**src/rtl/ps2_kbd_rx_if.sv**
```systemverilog
// PS/2 keyboard receiver bus: raw keyboard lines in, decoded byte/flags out.
// master = keyboard/consumer side, slave = ps2_kbd_rx.
interface ps2_kbd_rx_if;
    logic       ps2_clk;
    logic       ps2_data;
    logic [7:0] scan_code;
    logic       code_valid;
    logic       frame_err;
    logic       ctrl1;
    logic       ctrl2;
    logic       ctrl3;
    logic       ctrl4;

    modport master (
        output ps2_clk, ps2_data,
        input  scan_code, code_valid, frame_err,
        input  ctrl1, ctrl2, ctrl3, ctrl4
    );

    modport slave (
        input  ps2_clk, ps2_data,
        output scan_code, code_valid, frame_err,
        output ctrl1, ctrl2, ctrl3, ctrl4
    );
endinterface

```
**src/rtl/ps2_kbd_rx.sv**
```systemverilog
// PS/2 keyboard receiver: sync + debounce, 11-bit frame FSM, arrow/rotate decode.
// Ports: clk, reset (async active-low), bus (ps2_kbd_rx_if.slave).
// Macro PS2_KBD_RX_PARITY_CHECK_EN enables odd-parity checking.
module ps2_kbd_rx #(
    parameter int TIMEOUT_CYCLES = 100000,
    parameter int FILTER_LEN     = 8
) (
    input  logic        clk,
    input  logic        reset,
    ps2_kbd_rx_if.slave bus
);
    localparam int FW = $clog2(FILTER_LEN + 1);
    localparam int TW = $clog2(TIMEOUT_CYCLES + 1);
    localparam logic [FW-1:0] FMAX = FW'(FILTER_LEN - 1);
    localparam logic [TW-1:0] TMAX = TW'(TIMEOUT_CYCLES - 1);

    typedef enum logic [1:0] {IDLE, DATA, PARITY, STOP} state_t;

    logic [1:0]    clk_sync;
    logic [1:0]    dat_sync;
    logic          s_clk;
    logic          s_dat;
    logic          clk_f;
    logic [FW-1:0] fcnt;
    logic          fall;

    state_t        state;
    logic [2:0]    bcnt;
    logic [7:0]    shreg;
    logic [TW-1:0] tcnt;
    logic          par_ok;
    logic          ext;
    logic          brk;
    logic [7:0]    scan_code;
    logic          code_valid;
    logic          frame_err;
    logic          ctrl1;
    logic          ctrl2;
    logic          ctrl3;
    logic          ctrl4;

    always_ff @(posedge clk or negedge reset) begin
        if (!reset) begin
            clk_sync <= 2'b11;
            dat_sync <= 2'b11;
        end else begin
            clk_sync <= {clk_sync[0], bus.ps2_clk};
            dat_sync <= {dat_sync[0], bus.ps2_data};
        end
    end

    assign s_clk = clk_sync[1];
    assign s_dat = dat_sync[1];

    // Filtered level flips only after FILTER_LEN consecutive differing samples.
    always_ff @(posedge clk or negedge reset) begin
        if (!reset) begin
            clk_f <= 1'b1;
            fcnt  <= '0;
        end else if (s_clk == clk_f) begin
            fcnt <= '0;
        end else if (fcnt == FMAX) begin
            clk_f <= s_clk;
            fcnt  <= '0;
        end else begin
            fcnt <= fcnt + 1'b1;
        end
    end

    assign fall = clk_f & ~s_clk & (fcnt == FMAX);

`ifdef PS2_KBD_RX_PARITY_CHECK_EN
    logic par;
    assign par_ok = ^{shreg, par};
`else
    assign par_ok = 1'b1;
`endif

    always_ff @(posedge clk or negedge reset) begin
        if (!reset) begin
            state      <= IDLE;
            bcnt       <= '0;
            shreg      <= '0;
            tcnt       <= '0;
            ext        <= 1'b0;
            brk        <= 1'b0;
            scan_code  <= '0;
            code_valid <= 1'b0;
            frame_err  <= 1'b0;
            ctrl1      <= 1'b0;
            ctrl2      <= 1'b0;
            ctrl3      <= 1'b0;
            ctrl4      <= 1'b0;
`ifdef PS2_KBD_RX_PARITY_CHECK_EN
            par        <= 1'b0;
`endif
        end else begin
            code_valid <= 1'b0;
            frame_err  <= 1'b0;
            if (state == IDLE || fall) tcnt <= '0;
            else                       tcnt <= tcnt + 1'b1;

            if (state != IDLE && !fall && tcnt == TMAX) begin
                state     <= IDLE;
                frame_err <= 1'b1;
            end else if (fall) begin
                unique case (state)
                    IDLE: begin
                        if (!s_dat) begin
                            state <= DATA;
                            bcnt  <= '0;
                        end else begin
                            frame_err <= 1'b1;
                        end
                    end
                    DATA: begin
                        shreg <= {s_dat, shreg[7:1]};
                        bcnt  <= bcnt + 1'b1;
                        if (bcnt == 3'd7) state <= PARITY;
                    end
                    PARITY: begin
`ifdef PS2_KBD_RX_PARITY_CHECK_EN
                        par <= s_dat;
`endif
                        state <= STOP;
                    end
                    STOP: begin
                        state <= IDLE;
                        if (s_dat && par_ok) begin
                            scan_code  <= shreg;
                            code_valid <= 1'b1;
                            unique case (1'b1)
                                shreg == 8'hE0: ext <= 1'b1;
                                shreg == 8'hF0: brk <= 1'b1;
                                default: begin
                                    ext <= 1'b0;
                                    brk <= 1'b0;
                                    if (ext) begin
                                        case (shreg)
                                            8'h6B:   ctrl1 <= ~brk;
                                            8'h74:   ctrl2 <= ~brk;
                                            8'h72:   ctrl3 <= ~brk;
                                            8'h75:   ctrl4 <= ~brk;
                                            default: ;
                                        endcase
                                    end
                                end
                            endcase
                        end else begin
                            frame_err <= 1'b1;
                        end
                    end
                endcase
            end
        end
    end

    assign bus.scan_code  = scan_code;
    assign bus.code_valid = code_valid;
    assign bus.frame_err  = frame_err;
    assign bus.ctrl1      = ctrl1;
    assign bus.ctrl2      = ctrl2;
    assign bus.ctrl3      = ctrl3;
    assign bus.ctrl4      = ctrl4;
endmodule

```
**src/flat_wrapper.sv**
```systemverilog
// flat-port wrapper written by rule: the top's interface ports become plain ports
module ps2_kbd_rx_flat 
#(
    parameter int TIMEOUT_CYCLES = 100000,
    parameter int FILTER_LEN     = 8
)
  (clk, reset, bus_ps2_clk, bus_ps2_data, bus_scan_code, bus_code_valid, bus_frame_err, bus_ctrl1, bus_ctrl2, bus_ctrl3, bus_ctrl4);
  ps2_kbd_rx_if bus_i ();
  input  logic clk;
  input  logic reset;
  input wire logic [$bits(bus_i.ps2_clk)-1:0] bus_ps2_clk;
  input wire logic [$bits(bus_i.ps2_data)-1:0] bus_ps2_data;
  output wire logic [$bits(bus_i.scan_code)-1:0] bus_scan_code;
  output wire logic [$bits(bus_i.code_valid)-1:0] bus_code_valid;
  output wire logic [$bits(bus_i.frame_err)-1:0] bus_frame_err;
  output wire logic [$bits(bus_i.ctrl1)-1:0] bus_ctrl1;
  output wire logic [$bits(bus_i.ctrl2)-1:0] bus_ctrl2;
  output wire logic [$bits(bus_i.ctrl3)-1:0] bus_ctrl3;
  output wire logic [$bits(bus_i.ctrl4)-1:0] bus_ctrl4;
  assign bus_i.ps2_clk = bus_ps2_clk;
  assign bus_i.ps2_data = bus_ps2_data;
  assign bus_scan_code = bus_i.scan_code;
  assign bus_code_valid = bus_i.code_valid;
  assign bus_frame_err = bus_i.frame_err;
  assign bus_ctrl1 = bus_i.ctrl1;
  assign bus_ctrl2 = bus_i.ctrl2;
  assign bus_ctrl3 = bus_i.ctrl3;
  assign bus_ctrl4 = bus_i.ctrl4;
  ps2_kbd_rx #(.TIMEOUT_CYCLES(TIMEOUT_CYCLES), .FILTER_LEN(FILTER_LEN)) u_core (.clk(clk), .reset(reset), .bus(bus_i));
endmodule
```
**config.mk**
```make
export PLATFORM = sky130hd
export DESIGN_NAME = ps2_kbd_rx_flat
export DESIGN_NICKNAME = d
export VERILOG_FILES = /design/src/rtl/ps2_kbd_rx_if.sv /design/src/rtl/ps2_kbd_rx.sv /design/src/flat_wrapper.sv
export SDC_FILE = /design/constraint.sdc
export NUM_CORES = 1
export LEC_CHECK = 0
export BUFFER_PORTS_ARGS = -buffer_cell sky130_fd_sc_hd__clkbuf_2
export CAP_MARGIN = 20
export CELL_PAD_IN_SITES_DETAIL_PLACEMENT = 0
export CELL_PAD_IN_SITES_GLOBAL_PLACEMENT = 1
export CORE_UTILIZATION = 43
export DETAILED_ROUTE_END_ITERATION = 16
export PLACE_DENSITY_LB_ADDON = 0.1
export SLEW_MARGIN = 15
export SYNTH_ARGS = -nofsm -noshare
export SYNTH_HDL_FRONTEND = slang
export SYNTH_SLANG_ARGS = --single-unit
```
**constraint.sdc**
```tcl
create_clock -name clk -period 1.91 [get_ports clk]
set_input_delay 0 -clock clk [delete_from_list [all_inputs] [get_ports clk]]
set_output_delay 0 -clock clk [all_outputs]
set_load 0.02 [all_outputs]
```
==> results of run 1 <==
synthesized netlist by cell type (all sizes together), types with 2 or more instances:
library cell and instances:
a21o 2, and4 2, a21oi 2, xor2 4
a31oi 2, nor3 7, nor2 24, xnor2 11
nor3b 3, nor4 5, dfrtp 50, o21a 2
a22oi 2, mux2i 5, buf 4, mux2 7
dfstp 5, nand4 7, nor2b 3, nand4b 3
nand3 12, o21ai 7, inv 14, nand2 38
ha 10
how the worst max path moves through the flow:
stage | cells after the start | startpoint | to | slack (ns)
finish | 6 | u_core.clk_sync[1] | u_core.state[1] | 0.15
global route | 6 | u_core.clk_sync[1] | u_core.state[1] | 0.05
CTS | 6 | u_core.clk_sync[1] | u_core.state[1] | 0.13
detailed placement | 7 | u_core.clk_f | u_core.bus.ctrl1 | 0.15
global placement | 6 | u_core.clk_sync[1] | u_core.state[0] | 0.19
floorplan | 8 | u_core.clk_sync[1] | u_core.state[0] | 0.14
sequential cells by signal, summed over array words and instances (netlist names), 2 cells and up:
signal	count
u_core.state	2
u_core.shreg	8
u_core.tcnt	17
u_core.clk_sync	2
u_core.bcnt	3
u_core.dat_sync	2
u_core.fcnt	4
u_core.bus.scan_code	8
power by group:
part	leakage [nW]	switching [mW]	total [mW]	internal, mW
Sequential	0.738	0.0742	1.32	1.25
Clock	0.0514	0.377	0.769	0.392
Combinational	0.625	0.190	0.312	0.123
worst max-delay path: stages, from the launching register on:
cell,delay [ns]
dfstp_2,0.52
inv_1,0.04
ha_1,0.16
and4b_2,0.29
or2_1,0.28
nor3_4,0.24
o21ai_0,0.11
timing repair:
action / in CTS / in global routing
hold buffers: 3 / 0
gates resized for setup: 0 / 1
endpoints found under the hold margin: 57 / 0
endpoints found under the setup margin: 0 / 1
area by class of cell:
cell class | instances | area, um^2
multi-input cells | 170 | 1102
clock buffers | 6 | 72.57
inverters | 14 | 52.55
clock inverters | 2 | 37.54
repair buffers | 26 | 172.7
flip-flops and latches | 55 | 1383
well taps | 72 | 90.09
fillers | 512 | 2731
routing by layer:
metal	GRT usage [%]	routed length [um]	vias to the layer above
li1	-	-	888
met5	0	0	-
met4	6.000	69	0
met3	3.793	140	6
met2	25.17	1945	27
met1	22.79	2424	826
per-stage QoR:
step | hold slack [ns] | instances | instance area (um^2) | power [mW] | util, %
after global routing | 0.2587 | 345 | 2910 | 2.530 | 51.59
final | 0.2114 | 345 | 2910 | 2.401 | 51.59
after global placement | 0.02571 | 334 | 2769 | 1.656 | 49.08
after floorplan | -0.2956 | 244 | 2572 | 1.559 | -
after CTS | 0.2225 | 345 | 2909 | 2.430 | 51.56
after detailed placement | 0.02649 | 334 | 2769 | 1.654 | 49.08
cells by family after synthesis:
group           synth area share [%]
buf+inv                        3.453
xor+xnor                       5.107
compound gates                 5.593
flops                          53.75
fa+ha+maj                      4.864
simple gates                   22.23
mux                            5.010
==> flow_summary.yaml, run 1 <==
clock_network:
  cts.clk_slew.worst_paths_ns: 0.11
  cts_setup_buffers: 0
  clockRootBuffer: "clkbuf_8"
  cts_num_sinks: 55
  numCtsBuffers: 5
  tritoncts: "done"
  clock_path_buffers: 2
  htreeDepth: 2
  clock_latency_ns: 0.32
logic_synthesis:
  synth_cells: 244
  syn_nets: 258
  async_flop_share_pct: 100.0
  yosysSeqAreaShare_pct: 53.75
  synth_top_cell_by_area: "dfrtp_1"
  syn_area_um2: 2572
  synth_edf_count: 0
  synth_flop_cell: "dfrtp_1"
  ys_warn_count: 0
  syn_area_per_cell_um2: 10.54
  synth.distinct_cells: 44
  ys_seq_elements: 55
  synth_top_area_share_pct: 48.64
  synth_area_leaders: "dfrtp_1 49%, nand2_1 5.4%, dfstp_2 5.1%, ha_1 4.9%, xnor2_1 3.7%"
setup_path:
  cp-start-kind: "register"
  rrSetupSlack_ns: 0.15
  r2r_end: "u_core.state[1]"
  rr_worst_depth: 6
  worst-setup-path-type: "reg -> reg"
  crit_fanout: 7
  crit_required_ns: 2.10
  worstPathArrival_ns: 1.95
  critPathCaptureType: "register"
  r2r-start: "u_core.clk_sync[1]"
placement:
  dp_hpwl_um: 3111
  gp_congestion: 0.8034
  port_buffers: 17
  dp_slack_ns: 0.1490
timing:
  fmax_mhz: 568.2
  fin_skew_ns: 0.01903
  hold_viol: 0
  worst_pin_slew_ns: 0.3332
  setup_tns_ns: 0
  worst_slack_ns: 0.1501
  rsz0062_at_grt: "false"
  slew_violations: 0
  setup_viol: 0
  fin_crit_ns: 1.760
  slew_headroom_pct: 77.58
  fin_crit_sh_pct: 92.14
power:
  leakage_nw: 1.414
  ir_drop_v: 0.0003770
  power.density_nw_per_um2: 824.8
global_routing:
  grt_pass1_wl_um: 8010
  grt_pass1_vias: 1739
  grt.overflow.total: 0
  grt_util_all_layers_pct: 16.49
  grt_max_degree: 56
  antenna_found_initial: 0
floorplan:
  die_x_um: 79.35
  ios: 18
  row_count: 27
  start_util_pct: 45.60
  die-area_um2: 6296
  core_area_um2: 5642
  dieHeight_um: 79.35
final_layout:
  final_common_cell: "dfrtp_1"
  diodes: 0
  synthToLayoutAreaGrowth_pct: 13.13
  finalNetCount: 286
  final_cell_mix: "50 x dfrtp_1, 37 x nand2_1, 24 x nor2_1"
  drive_gt1_share_pct: 17.58
routing:
  avgRoutedWirePerCell_um: 13.27
  drt_wl_total_um: 4579
  drt_iter0_markers: 65
  ant_nets: 0
  vias_per_cell: 5.064
  dr_total_vias: 1747
  drt-pass1-iter-count: 4
  drc: 0
run_status:
  status: "finished clean"
hold_path:
  worst_hold_path_type: "in -> async"
flow_run:
  drv_cap: 0
(Power assumes the default switching activity.)
==> run 2, diff against run 1 <==
--- a/config.mk
+++ b/config.mk
@@ -7,11 +7,9 @@
 export LEC_CHECK = 0
 export BUFFER_PORTS_ARGS = -buffer_cell sky130_fd_sc_hd__clkbuf_2
 export CAP_MARGIN = 20
-export CELL_PAD_IN_SITES_DETAIL_PLACEMENT = 0
-export CELL_PAD_IN_SITES_GLOBAL_PLACEMENT = 1
-export CORE_UTILIZATION = 43
+export CORE_UTILIZATION = 53
 export DETAILED_ROUTE_END_ITERATION = 16
-export PLACE_DENSITY_LB_ADDON = 0.1
+export PLACE_DENSITY = 0.74
 export SLEW_MARGIN = 15
 export SYNTH_ARGS = -nofsm -noshare
 export SYNTH_HDL_FRONTEND = slang
==> flow_summary.yaml, run 2 (same netlist as run 1, synthesis figures left out) <==
floorplan:
  die_x_um: 71.67
  dieHeight_um: 71.67
  ios: 18
  core_area_um2: 4504
  row_count: 24
  die-area_um2: 5137
  start_util_pct: 57.11
flow_run:
  drv_cap: 0
final_layout:
  postLayoutCellArea_um2: 2879
  drive_gt1_share_pct: 17.95
  synthToLayoutAreaGrowth_pct: 11.92
  largest_reg_flops: 17
  final_common_cell: "dfrtp_1"
  diodes: 0
  final_cell_mix: "50 x dfrtp_1, 37 x nand2_1, 24 x nor2_1"
  regMostFlops: "u_core.tcnt"
  finalNetCount: 286
  largestRegisters: "u_core.tcnt x17, u_core.bus.scan_code x8, u_core.shreg x8"
timing:
  fin_skew_ns: 0.005063
  hold_viol: 0
  slew_violations: 0
  setup_tns_ns: 0
  fin_crit_ns: 1.789
  worst_slack_ns: 0.1209
  fmax_mhz: 558.9
  setup_viol: 0
  fin_crit_sh_pct: 93.67
  slew_headroom_pct: 56.51
  worst_pin_slew_ns: 0.6523
  rsz0062_at_grt: "false"
setup_path:
  cp-start-kind: "register"
  crit_fanout: 8
  rr_worst_depth: 6
  worstPathArrival_ns: 1.97
  crit_required_ns: 2.09
  worst-setup-path-type: "reg -> reg"
  r2r-start: "u_core.clk_sync[1]"
  critPathCaptureType: "register"
  startpoint: "u_core.clk_sync[1]"
clock_network:
  htreeDepth: 2
  clock_path_buffers: 2
  cts.clk_slew.worst_paths_ns: 0.10
  tritoncts: "done"
  cts_num_sinks: 55
  clock_latency_ns: 0.30
  clockRootBuffer: "clkbuf_8"
  numCtsBuffers: 5
  cts_setup_buffers: 0
placement:
  gp_congestion: 0.7734
  dp_hpwl_um: 3159
  dp_slack_ns: 0.07877
  placed_cell_area_um2: 2744
  port_buffers: 17
power:
  power.density_nw_per_um2: 811.3
  leakage_nw: 1.413
  ir_drop_v: 0.0004836
global_routing:
  grt_max_degree: 31
  grt_pass1_vias: 1755
  antenna_found_initial: 0
  grt.overflow.total: 0
  grt_pass1_wl_um: 7914
  grt_util_all_layers_pct: 19.53
run_status:
  status: "finished clean"
routing:
  drt-pass1-iter-count: 4
  vias_per_cell: 5.505
  ant_nets: 0
  drc: 0
  drt_wl_total_um: 4392
  drt_iter0_markers: 152
  dr_total_vias: 1789
  avgRoutedWirePerCell_um: 13.51
hold_path:
  worst_hold_path_type: "in -> async"
==> run 2: cell types whose count changed in the layout (fill, tap and decap cells not counted) <==
cell       previous run  this run
clkbuf_8              5         7
bufinv_16             1         0
clkbuf_1              1         0
==> run 2: stage by stage <==
stage	util (%)	std cells	hold slack [ns]	total power, mW
finish	63.92	325	0.2462	2.336
global route	63.92	325	0.3185	2.460
CTS	63.89	325	0.2771	2.362
detailed placement	60.92	314	0.06280	1.660
global placement	60.92	314	0.05433	1.650
floorplan	-	244	-0.2956	1.559
==> run 2: worst paths after layout <==
path | slack, ns | end
hold reg to reg | 0.36 | u_core.clk_sync[1]
hold / removal | 0.25 | u_core.bus.scan_code[1]
setup / recovery | 0.12 | u_core.state[0]
max in group asynchronous | 1.08 | u_core.tcnt[15]
setup reg to reg | 0.12 | u_core.state[0]
min in group clk | 0.33 | u_core.clk_sync[0]
==> run 2: critical path, cell delays in order (launching register included) <==
cell and delay [ns]:
dfstp_2 0.52, inv_1 0.05, ha_1 0.17, and4b_2 0.30
or2_1 0.28, nor3_4 0.23, o211ai_1 0.12
==> run 2: cell type report <==
class	instances	area [um^2]
Sequential cell	55	1383
Multi-Input combinational cell	170	1102
Timing Repair Buffer	26	172.7
Fill cell	374	1625
Clock inverter	1	7.507
Tap cell	52	65.06
Inverter	14	52.55
Clock buffer	7	96.34
==> run 2: routing by layer <==
metal	wire, um	track usage (%)
met1	2197	27.93
met2	2022	30.19
met3	127	3.797
met4	45	6.318
met5	0	0
==> run 2: report_power, final <==
group          switching [mW]  internal (mW)
logic                   0.189          0.130
registers              0.0740           1.25
clock network           0.367          0.330
==> run 2: repair_timing <==
item | 4_1_cts | 5_1_grt
hold endpoints to repair | 22 | 0
hold buffers | 3 | 0
resized for setup | 0 | 1
endpoints found under the setup margin | 0 | 4
==> run 3, diff against run 2 <==
--- a/config.mk
+++ b/config.mk
@@ -5,11 +5,12 @@
 export SDC_FILE = /design/constraint.sdc
 export NUM_CORES = 1
 export LEC_CHECK = 0
+export ABC_AREA = 1
 export BUFFER_PORTS_ARGS = -buffer_cell sky130_fd_sc_hd__clkbuf_2
 export CAP_MARGIN = 20
-export CORE_UTILIZATION = 53
+export CORE_UTILIZATION = 54
 export DETAILED_ROUTE_END_ITERATION = 16
-export PLACE_DENSITY = 0.74
+export PLACE_DENSITY = 0.75
 export SLEW_MARGIN = 15
 export SYNTH_ARGS = -nofsm -noshare
 export SYNTH_HDL_FRONTEND = slang
==> flow_summary.yaml, run 3 <==
clock_network:
  htreeDepth: 2
  numCtsBuffers: 5
  clockRootBuffer: "clkbuf_8"
  tritoncts: "done"
  cts_setup_buffers: 0
  cts.clk_slew.worst_paths_ns: 0.10
  clock_path_buffers: 2
  clock_latency_ns: 0.31
  cts_num_sinks: 55
timing:
  hold_viol: 0
  setup_tns_ns: 0
  fin_crit_sh_pct: 89.52
  timing.hold.ws_ns: 0.2212
  worst_pin_slew_ns: 0.5945
  fin_crit_ns: 1.710
  fin_skew_ns: 0.004790
  setup_viol: 0
  slew_headroom_pct: 60.37
  slew_violations: 0
  fmax_mhz: 584.8
  rsz0062_at_grt: "false"
setup_path:
  crit_path_top_delay_cell: "dfrtp_1"
  crit_required_ns: 2.12
  worst-setup-path-type: "reg -> reg"
  worst-path-buf-inv: 1
  crit_fanout: 10
  rr_worst_depth: 11
  crit_family: "simple AND/OR/NAND/NOR gates"
  cpMostUsedCell: "nand2_1"
  worstPathArrival_ns: 1.92
  path_cells: "ha_1 -> nand2_1 -> nor2_4 -> nand2_4 -> nand2_4 -> inv_4 -> nand3_2 -> nand2_1 -> nand2_1 -> nand2_1 -> nand2_1"
  cp-start-kind: "register"
  critPathCaptureType: "register"
  cp_num_cells: 11
  worst_path_largest_cell_delay_ns: 0.41
power:
  power.density_nw_per_um2: 690.0
  ir_drop_v: 0.0005420
  power.total_mw: 2.055
  leakage_nw: 1.497
final_layout:
  finalNetCount: 343
  diodes: 0
  drive_gt1_share_pct: 16.67
  postLayoutCellArea_um2: 2978
  largestRegisters: "u_core.tcnt x17, u_core.bus.scan_code x8, u_core.shreg x8"
  largest_reg_flops: 17
  regMostFlops: "u_core.tcnt"
  synthToLayoutAreaGrowth_pct: 11.42
  fillers: 415
  final_common_cell: "nand2_1"
  final_cell_mix: "62 x nand2_1, 50 x dfrtp_1, 45 x inv_1"
floorplan:
  die_x_um: 72.35
  die-area_um2: 5235
  start_util_pct: 56.21
  core_area_um2: 4755
  dieHeight_um: 72.35
  row_count: 25
  ios: 18
global_routing:
  grt_pass1_wl_um: 8176
  grt.overflow.total: 0
  grt_pass1_vias: 1852
  grt_util_all_layers_pct: 20.56
  grt_max_degree: 34
  antenna_found_initial: 0
routing:
  ant_nets: 0
  vias_per_cell: 4.957
  dr_total_vias: 1968
  drt_wl_total_um: 4544
  drt_iter0_markers: 98
  drt-pass1-iter-count: 4
  avgRoutedWirePerCell_um: 11.45
  drc: 0
logic_synthesis:
  yosysMostFrequentCell: "nand2_1"
  ys_seq_elements: 55
  synth_top_area_share_pct: 46.82
  synth_cells: 302
  syn_area_um2: 2673
  synth_common_cells: "62 x nand2_1, 50 x dfrtp_1, 45 x inv_1, 32 x nor2_1, 18 x o21ai_0"
  async_flop_share_pct: 100.0
  synth.distinct_cells: 29
  syn_nets: 316
  syn_area_per_cell_um2: 8.850
  synth_top_cell_by_area: "dfrtp_1"
  synth_area_leaders: "dfrtp_1 47%, nand2_1 8.7%, inv_1 6.3%, dfstp_2 4.9%, ha_1 4.7%"
  synth_edf_count: 0
  yosysSeqAreaShare_pct: 51.73
  synth_flop_cell: "dfrtp_1"
  ys_warn_count: 0
hold_path:
  worst_hold_path_type: "in -> async"
run_status:
  status: "finished clean"
placement:
  gp_congestion: 0.8087
  dp_hpwl_um: 3315
  placed_cell_area_um2: 2853
  port_buffers: 17
flow_run:
  drv_cap: 0
## run 3: logic make-up after synthesis
family / count (synthesis) / synth area share (%)
adder cells (fa/ha/maj): 10 / 4.682
AND/OR/NAND/NOR: 142 / 25.70
buffers and inverters: 48 / 7.163
XOR/XNOR: 3 / 0.9833
flip-flops: 55 / 51.73
AO/OA/AOI/OAI: 44 / 9.738
## run 3: timing repair
action	in CTS	in global routing
endpoints found under the hold margin	22	0
gates resized for setup	0	0
hold buffers	3	0
setup endpoints to repair	0	0
## run 3: layout make-up
| type | instances | area [um^2] | share of cell area [%] |
|---|---|---|---|
| clock buffer | 7 | 86.33 | 2.899 |
| clock inverter | 1 | 8.758 | 0.2941 |
| inverter | 46 | 175.2 | 5.882 |
| multi-input combinational | 199 | 1099 | 36.89 |
| sequential | 55 | 1383 | 46.43 |
| tap | 67 | 83.83 | 2.815 |
| timing repair buffer | 22 | 142.6 | 4.790 |
## run 3: power breakdown
part / internal (mW) / switching, mW / leakage, nW
registers: 1.21 / 0.0268 / 0.749
logic: 0.0536 / 0.0868 / 0.700
clock network: 0.298 / 0.377 / 0.0484
## run 3: final timing paths
| check | start | to | slack, ns |
|---|---|---|---|
| max | u_core.fcnt[0] | u_core.state[0] | 0.20 |
| min | reset | u_core.tcnt[10] | 0.22 |
| max reg2reg | u_core.fcnt[0] | u_core.state[0] | 0.20 |
| min reg2reg | u_core.dat_sync[0] | u_core.dat_sync[1] | 0.36 |
| max in group asynchronous | reset | u_core.clk_f | 1.03 |
| min in group clk | bus_ps2_data | u_core.dat_sync[0] | 0.31 |
## run 3: per-stage QoR
step                instances  setup WS [ns]  utilization [%]
floorplan                 302         0.4122                -
global placement          386         0.2890            60.00
detailed placement        386         0.2045            60.00
CTS                       397         0.1915            62.63
global route              397        0.04374            62.63
finish                    397         0.2001            62.63
## run 3: layer usage
metal  track usage [%]  wire [um]  vias up
met3             3.750        119        7
met4             8.497         87        0
met1             26.79       2214      908
li1                  -          -     1023
met2             33.96       2122       30
met5                 0          0        -
## run 3: worst reg2reg max path: cells and delay by family (launching register included)
kind                       cells  cell delay, ns
and+or+nand+nor                9            0.85
buffers and inverters          1            0.13
DFF                            1            0.41
adders and majority gates      1            0.23
